<file path="config.mk">
export PLATFORM = sky130hd
export DESIGN_NAME = uart_tx_sched_flat
export DESIGN_NICKNAME = d
export VERILOG_FILES = /design/src/rtl/uart_tx_sched_pkg.sv /design/src/rtl/uart_tx_sched_if.sv /design/src/rtl/uart_tx_sched_rr_pick.sv /design/src/rtl/uart_tx_sched.sv /design/src/flat_wrapper.sv
export SDC_FILE = /design/constraint.sdc
export NUM_CORES = 1
export LEC_CHECK = 0
export CORE_MARGIN = 2
export CORE_UTILIZATION = 40
export CTS_BUF_LIST = sky130_fd_sc_hd__clkbuf_4 sky130_fd_sc_hd__clkbuf_8 sky130_fd_sc_hd__clkbuf_16
export CTS_CLUSTER_DIAMETER = 150
export CTS_CLUSTER_SIZE = 24
export DETAILED_ROUTE_END_ITERATION = 10
export MAX_ROUTING_LAYER = met4
export PLACE_DENSITY_LB_ADDON = 0.25
export SETUP_SLACK_MARGIN = 0.3
export SLEW_MARGIN = 20
export SYNTH_ARGS = -nofsm -noshare
export SYNTH_HDL_FRONTEND = slang
export SYNTH_SLANG_ARGS = --single-unit
</file>
<file path="constraint.sdc">
create_clock -name clk -period 3.55 [get_ports clk]
set_clock_uncertainty 0.15 [all_clocks]
set_input_delay 0.5325 -clock clk [delete_from_list [all_inputs] [get_ports clk]]
set_output_delay 0.5325 -clock clk [all_outputs]
set_load 0.02 [all_outputs]
</file>
<file path="src/rtl/uart_tx_sched_pkg.sv">
// Shared types and constants for the UART transmit scheduler: FSM states,
// requester limits, counter sizing and small arithmetic helpers.
package uart_sched_pkg;

   typedef enum logic [1:0] {
      IDLE,
      START,
      BUSY,
      HOLD
   } state_e;

   localparam int NREQ_MAX         = 8;
   localparam int IDX_W            = $clog2(NREQ_MAX);
   localparam int DEF_ACK_TIMEOUT  = 25000;
   localparam int DEF_LOCK_TIMEOUT = 200000;
   localparam int CNT_W = $clog2(((DEF_ACK_TIMEOUT > DEF_LOCK_TIMEOUT) ?
                                  DEF_ACK_TIMEOUT : DEF_LOCK_TIMEOUT) + 1);

   typedef logic [CNT_W-1:0] cnt_t;

   function automatic cnt_t sat_inc(input cnt_t c);
      if (&c) begin
         return c;
      end else begin
         return c + 1'b1;
      end
   endfunction

   // Round-robin successor of a requester index, wrapping at n.
   function automatic logic [IDX_W-1:0] next_idx(input logic [IDX_W-1:0] idx, input int n);
      if (int'(idx) >= n - 1) begin
         return '0;
      end else begin
         return idx + 1'b1;
      end
   endfunction

endpackage

</file>
<file path="src/rtl/uart_tx_sched_if.sv">
// Per-requester byte handshake bundle between producers and the scheduler.
interface uart_tx_sched_if #(
   parameter int NREQ = 4
);

   logic [NREQ-1:0]   req_valid;
   logic [8*NREQ-1:0] req_data;
   logic [NREQ-1:0]   req_last;
   logic [NREQ-1:0]   req_ready;

   modport master (
      output req_valid,
      output req_data,
      output req_last,
      input  req_ready
   );

   modport slave (
      input  req_valid,
      input  req_data,
      input  req_last,
      output req_ready
   );

endinterface

</file>
<file path="src/rtl/uart_tx_sched_rr_pick.sv">
// Combinational round-robin picker: first active request searching upward
// from ptr with wrap, returned as one-hot and as an index.
module rr_pick
   import uart_sched_pkg::*;
#(
   parameter int NREQ = 4
) (
   input  logic [NREQ-1:0]  req_i,
   input  logic [IDX_W-1:0] ptr_i,
   output logic [NREQ-1:0]  win_oh_o,
   output logic [IDX_W-1:0] win_idx_o
);

   logic found;

   always_comb begin
      win_oh_o  = '0;
      win_idx_o = '0;
      found     = 1'b0;
      for (int i = 0; i < NREQ; i++) begin
         for (int k = 0; k < NREQ; k++) begin
            if (!found && req_i[k] && (k == (int'(ptr_i) + i) % NREQ)) begin
               found       = 1'b1;
               win_oh_o[k] = 1'b1;
               win_idx_o   = IDX_W'(k);
            end
         end
      end
   end

endmodule

</file>
<file path="src/rtl/uart_tx_sched.sv">
// Round-robin scheduler sharing one UART transmitter among NREQ byte
// producers, with per-owner locking for multi-byte messages.
module uart_tx_sched
   import uart_sched_pkg::*;
#(
   parameter int NREQ         = 4,
   parameter int ACK_TIMEOUT  = 25000,
   parameter int LOCK_TIMEOUT = 200000
) (
   input  logic              clk,
   input  logic              rst,
   uart_tx_sched_if.slave    req,
   input  logic              tx_busy,
   output logic [7:0]        tx_data,
   output logic              tx_start,
   output logic [NREQ-1:0]   grant,
   output logic              busy,
   output logic              err_timeout
);

   state_e            state_q;
   logic [IDX_W-1:0]  ptr_q;
   logic [IDX_W-1:0]  win_q;
   logic              lock_q;
   cnt_t              ack_cnt_q;
   cnt_t              lock_cnt_q;
   logic              busy_meta_q;
   logic              busy_s_q;
   logic [7:0]        tx_data_q;
   logic              tx_start_q;
   logic [NREQ-1:0]   grant_q;
   logic [NREQ-1:0]   ready_q;
   logic              busy_q;
   logic              err_q;

   logic [NREQ-1:0]   pick_oh;
   logic [IDX_W-1:0]  pick_idx;
   logic [7:0]        pick_byte;
   logic [7:0]        own_byte;
   logic              pick_last;
   logic              own_valid;
   logic              own_last;

   rr_pick #(
      .NREQ (NREQ)
   ) u_pick (
      .req_i     (req.req_valid),
      .ptr_i     (ptr_q),
      .win_oh_o  (pick_oh),
      .win_idx_o (pick_idx)
   );

   // One-hot muxes: the IDLE winner and the current owner share the bus.
   always_comb begin
      pick_byte = '0;
      own_byte  = '0;
      for (int k = 0; k < NREQ; k++) begin
         if (pick_oh[k]) pick_byte = pick_byte | req.req_data[8*k +: 8];
         if (grant_q[k]) own_byte  = own_byte  | req.req_data[8*k +: 8];
      end
   end

   assign pick_last = |(req.req_last  & pick_oh);
   assign own_valid = |(req.req_valid & grant_q);
   assign own_last  = |(req.req_last  & grant_q);

   always_ff @(posedge clk or negedge rst) begin
      if (!rst) begin
         state_q     <= IDLE;
         ptr_q       <= '0;
         win_q       <= '0;
         lock_q      <= 1'b0;
         ack_cnt_q   <= '0;
         lock_cnt_q  <= '0;
         busy_meta_q <= 1'b0;
         busy_s_q    <= 1'b0;
         tx_data_q   <= '0;
         tx_start_q  <= 1'b0;
         grant_q     <= '0;
         ready_q     <= '0;
         busy_q      <= 1'b0;
         err_q       <= 1'b0;
      end else begin
         // tx_busy comes from the transmitter's own clock domain.
         busy_meta_q <= tx_busy;
         busy_s_q    <= busy_meta_q;
         ready_q     <= '0;
         err_q       <= 1'b0;
         case (state_q)
            IDLE: begin
               if (|req.req_valid) begin
                  tx_data_q <= pick_byte;
                  grant_q   <= pick_oh;
                  ready_q   <= pick_oh;
                  win_q     <= pick_idx;
                  lock_q    <= ~pick_last;
                  ack_cnt_q <= '0;
                  busy_q    <= 1'b1;
                  state_q   <= START;
               end
            end
            START: begin
               if (busy_s_q) begin
                  tx_start_q <= 1'b0;
                  state_q    <= BUSY;
               end else if (ack_cnt_q == cnt_t'(ACK_TIMEOUT)) begin
                  // Transmitter never answered: drop the byte and move on.
                  err_q      <= 1'b1;
                  tx_start_q <= 1'b0;
                  lock_q     <= 1'b0;
                  ptr_q      <= next_idx(win_q, NREQ);
                  grant_q    <= '0;
                  busy_q     <= 1'b0;
                  state_q    <= IDLE;
               end else begin
                  tx_start_q <= 1'b1;
                  ack_cnt_q  <= sat_inc(ack_cnt_q);
               end
            end
            BUSY: begin
               if (!busy_s_q) begin
                  if (lock_q) begin
                     lock_cnt_q <= '0;
                     state_q    <= HOLD;
                  end else begin
                     ptr_q   <= next_idx(win_q, NREQ);
                     grant_q <= '0;
                     busy_q  <= 1'b0;
                     state_q <= IDLE;
                  end
               end
            end
            HOLD: begin
               if (own_valid) begin
                  tx_data_q <= own_byte;
                  ready_q   <= grant_q;
                  lock_q    <= ~own_last;
                  ack_cnt_q <= '0;
                  state_q   <= START;
               end else if (lock_cnt_q == cnt_t'(LOCK_TIMEOUT)) begin
                  lock_q  <= 1'b0;
                  ptr_q   <= next_idx(win_q, NREQ);
                  grant_q <= '0;
                  busy_q  <= 1'b0;
                  state_q <= IDLE;
               end else begin
                  lock_cnt_q <= sat_inc(lock_cnt_q);
               end
            end
            default: state_q <= IDLE;
         endcase
      end
   end

   assign tx_data       = tx_data_q;
   assign tx_start      = tx_start_q;
   assign grant         = grant_q;
   assign busy          = busy_q;
   assign err_timeout   = err_q;
   assign req.req_ready = ready_q;

endmodule

</file>
<file path="src/flat_wrapper.sv">
// flat-port wrapper written by rule: the top's interface ports become plain ports
module uart_tx_sched_flat import uart_sched_pkg::*;
#(
   parameter int NREQ         = 4,
   parameter int ACK_TIMEOUT  = 25000,
   parameter int LOCK_TIMEOUT = 200000
)
  (clk, rst, tx_busy, tx_data, tx_start, grant, busy, err_timeout, req_req_valid, req_req_data, req_req_last, req_req_ready);
  uart_tx_sched_if #(.NREQ(NREQ)) req_i ();
  input  logic clk;
  input  logic rst;
  input  logic tx_busy;
  output logic [7:0] tx_data;
  output logic tx_start;
  output logic [NREQ-1:0] grant;
  output logic busy;
  output logic err_timeout;
  input wire logic [$bits(req_i.req_valid)-1:0] req_req_valid;
  input wire logic [$bits(req_i.req_data)-1:0] req_req_data;
  input wire logic [$bits(req_i.req_last)-1:0] req_req_last;
  output wire logic [$bits(req_i.req_ready)-1:0] req_req_ready;
  assign req_i.req_valid = req_req_valid;
  assign req_i.req_data = req_req_data;
  assign req_i.req_last = req_req_last;
  assign req_req_ready = req_i.req_ready;
  uart_tx_sched #(.NREQ(NREQ), .ACK_TIMEOUT(ACK_TIMEOUT), .LOCK_TIMEOUT(LOCK_TIMEOUT)) u_core (.clk(clk), .rst(rst), .req(req_i), .tx_busy(tx_busy), .tx_data(tx_data), .tx_start(tx_start), .grant(grant), .busy(busy), .err_timeout(err_timeout));
endmodule
</file>
==> results.toml <==
[drt]
drc_errors = 0
num_vias = 3819
ant_nets = 0
vias_per_cell = 5.90
dr.pass1.iters = 6
routedWlPerCell_um = 16.0
drt-initial-drc-count = 261
drt_wl_total_um = 10400

[placement]
place_ws_ns = 0.351
dp_hpwl_um = 7340
io_buffers = 61
gp_congestion = 0.851

[die]
core_area_mm2 = 0.00973
die_w_um = 104
pin_count = 62
rows = 36
die_h_um = 104
start_util_pct = 41.1
dieArea_mm2 = 0.0108

[yosys]
syn_area_mm2 = 0.00400
netlist_top_cells_area = "dfrtp_1 (40%), nand2_1 (5.4%), a22o_1 (3.5%)"
synth_area_leader_cell = "dfrtp_1"
synth_top_area_share_pct = 40.1
avgSynthCellArea_um2 = 8.75
synth_edf_count = 0
ys_ff_latch = 64
seq_area_frac_synth_pct = 40.1
synth_cells = 457
yosysMostFrequentCell = "dfrtp_1"
yosys_warnings = 0
ys.flop_type = "dfrtp_1"
syn-num-nets = 509
synthDistinctLibCells = 56
async_flop_share_pct = 100
synth_commonest_cells = "dfrtp_1 (64), nand2_1 (58), nor2_1 (33)"

[power]
irDropWorstVdd_mv = 0.534
p_leak_nw = 1.99
power.density_mw_per_mm2 = 641

[worst_setup_path]
path_cells = "clkdlybuf4s50_1, or4_1, o32a_1, nand2_1, buf_4, nor3_1, a21oi_1, o21ai_0"
cp_slowest_stage_delay_ns = 0.58
cp.required_ns = 3.63
startpoint_type = "input pin"
critPathCaptureType = "register"
worstRegToRegCells = 8
cpMaxStageDelayCell = "or4_1"
critPathArrivalTime_ns = 2.92
worstPathMaxFanout = 17
path_class = "in -> reg"

[clock_tree]
cts_buffer_depth = 2
cts.repair.resized = 0
cts_buffers = 9
worstSkewPairLatency_ns = 0.36
root_buffer = "clkbuf_8"
clk_pin_slew_ns = 0.08
post_cts_buffers = 0
cts_tree = "yes"
cts.sinks = 64
cts_htree_levels = 3

[sta]
fin_ws_ns = 0.707
finalHoldViolCount = 0
rsz0062_at_grt = "no"
period_minus_slack_ns = 2.84
slew-limit-headroom_pct = 42.2
slew_viol_final = 0
fmax_ghz = 0.352
tns_ns = 0
min_period_over_period_pct = 80.1
setup_viol = 0
tightest_slew_ns = 0.864

[final_layout]
drive_gt1_share_pct = 6.61
area_growth_pct = 22.9
multi_input_area_mm2 = 0.00221
antenna_cells = 0
fillers = 929
nets = 561
regArea_mm2 = 0.00160
final_util_pct = 50.5

[global_routing]
grt_pass1_vias = 3681
grt_usage_pct = 20.2
grt_start_max_net_pins = 44
grt_first_pass_wirelength_um = 17600
antenna_found_initial = 0
overflow = 0

[job]
cap_violations = 0

[min_path]
min_path_cells = 0
min_path_type = "reg -> reg"

[status]
status = "completed"
-- cell type report --
class | count | share of cell area [%]
Clock inverter | 7 | 1.43
Inverter | 21 | 1.60
Timing Repair Buffer | 68 | 13.4
Sequential cell | 64 | 32.6
Multi-Input combinational cell | 345 | 45.0
Tap cell | 133 | 3.39
Clock buffer | 9 | 2.52
-- repair_timing --
action	4_1_cts	5_1_grt
setup endpoints to repair	0	0
endpoints found under the hold margin	8	0
hold buffers	1	0
-- state kept, by name, summed over array words and instances (netlist names) --
signal,cells
u_core.lock_cnt_q,18
u_core.grant,4
u_core.busy,1
u_core.state_q,2
u_core.win_q,2
u_core.ack_cnt_q,18
u_core.lock_q,1
u_core.err_timeout,1
u_core.tx_data,8
u_core.busy_meta_q,1
u_core.req.req_ready,4
u_core.ptr_q,2
u_core.busy_s_q,1
u_core.tx_start,1
-- routing by layer --
metal / up-vias / global-route usage, % / share of wire (%)
li1: 1848 / - / -
met4: 0 / 6.18 / 1.1
met1: 1818 / 25.1 / 44
met3: 13 / 4.39 / 7.5
met5: - / - / 0
met2: 140 / 33.1 / 48
-- worst max-delay path, delay by kind of cell --
family / cells / cell delay (ns)
compound gates: 3 / 0.48
buf+inv: 2 / 0.82
simple gates: 3 / 1.09
-- cells by family after synthesis --
| kind of cell | Yosys count | share of synthesized area (%) |
|---|---|---|
| buffers and inverters | 48 | 4.57 |
| multiplexers | 9 | 2.54 |
| AO/OA/AOI/OAI | 140 | 25.5 |
| AND/OR/NAND/NOR | 180 | 23.0 |
| adder cells (fa/ha/maj) | 9 | 2.82 |
| flip-flops | 64 | 40.1 |
| XOR/XNOR | 7 | 1.53 |
-- cells in the final DEF (no fill, tap or decap), types with 3 or more instances in the layout --
master            n
dfrtp_1          64
clkdlybuf4s50_1  60
nand2_1          58
nor2_1           33
a21oi_1          22
inv_1            21
o21ai_0          19
a22o_1           16
a22oi_1          15
nand3_1          15
a31oi_1          15
or4_1            13
nand4_1          12
nor3_1            9
ha_1              9
clkbuf_8          9
a222oi_1          8
a221oi_1          8
nor4_1            7
and3_1            6
mux2i_1           6
buf_4             6
or3_1             5
xnor2_1           5
o31ai_1           4
o21bai_1          3
o22ai_1           3
o21a_1            3
nor3b_1           3
nand2b_1          3
nor4b_1           3
a41o_1            3
o2bb2ai_1         3
clkinv_2          3
-- power by group --
part,internal (mW),switching (mW)
clock network,0.324,0.305
registers,0.888,0.199
logic,0.628,0.807
total,1.84,1.31
-- through the flow --
step	area (µm²)	std cells	hold WS (ns)	power [mW]
3_3_place_gp	4710	630	0.182	2.50
2_1_floorplan	4000	457	0.0869	2.05
6_report	4910	647	0.200	3.15
4_1_cts	4910	647	0.200	3.17
3_5_place_dp	4710	630	0.186	2.53
5_1_grt	4910	647	0.214	3.38
-- worst paths after layout --
path / slack (ns) / to / start
max reg2reg: 0.77 / u_core.lock_cnt_q[14]$_DFFE_PN0P_ / u_core.state_q[0]$_DFFE_PN0P_
max: 0.71 / u_core.ack_cnt_q[11]$_DFFE_PN0P_ / req_req_valid[2]
min: 0.20 / u_core.busy_s_q$_DFF_PN0_ / u_core.busy_meta_q$_DFF_PN0_
min in group asynchronous: 0.51 / u_core.ack_cnt_q[6]$_DFFE_PN0P_ / rst
min reg2reg: 0.20 / u_core.busy_s_q$_DFF_PN0_ / u_core.busy_meta_q$_DFF_PN0_
max in group asynchronous: 1.80 / u_core.req.req_ready[0]$_DFF_PN0_ / rst
No activity file was read; power rests on OpenSTA's default activity.
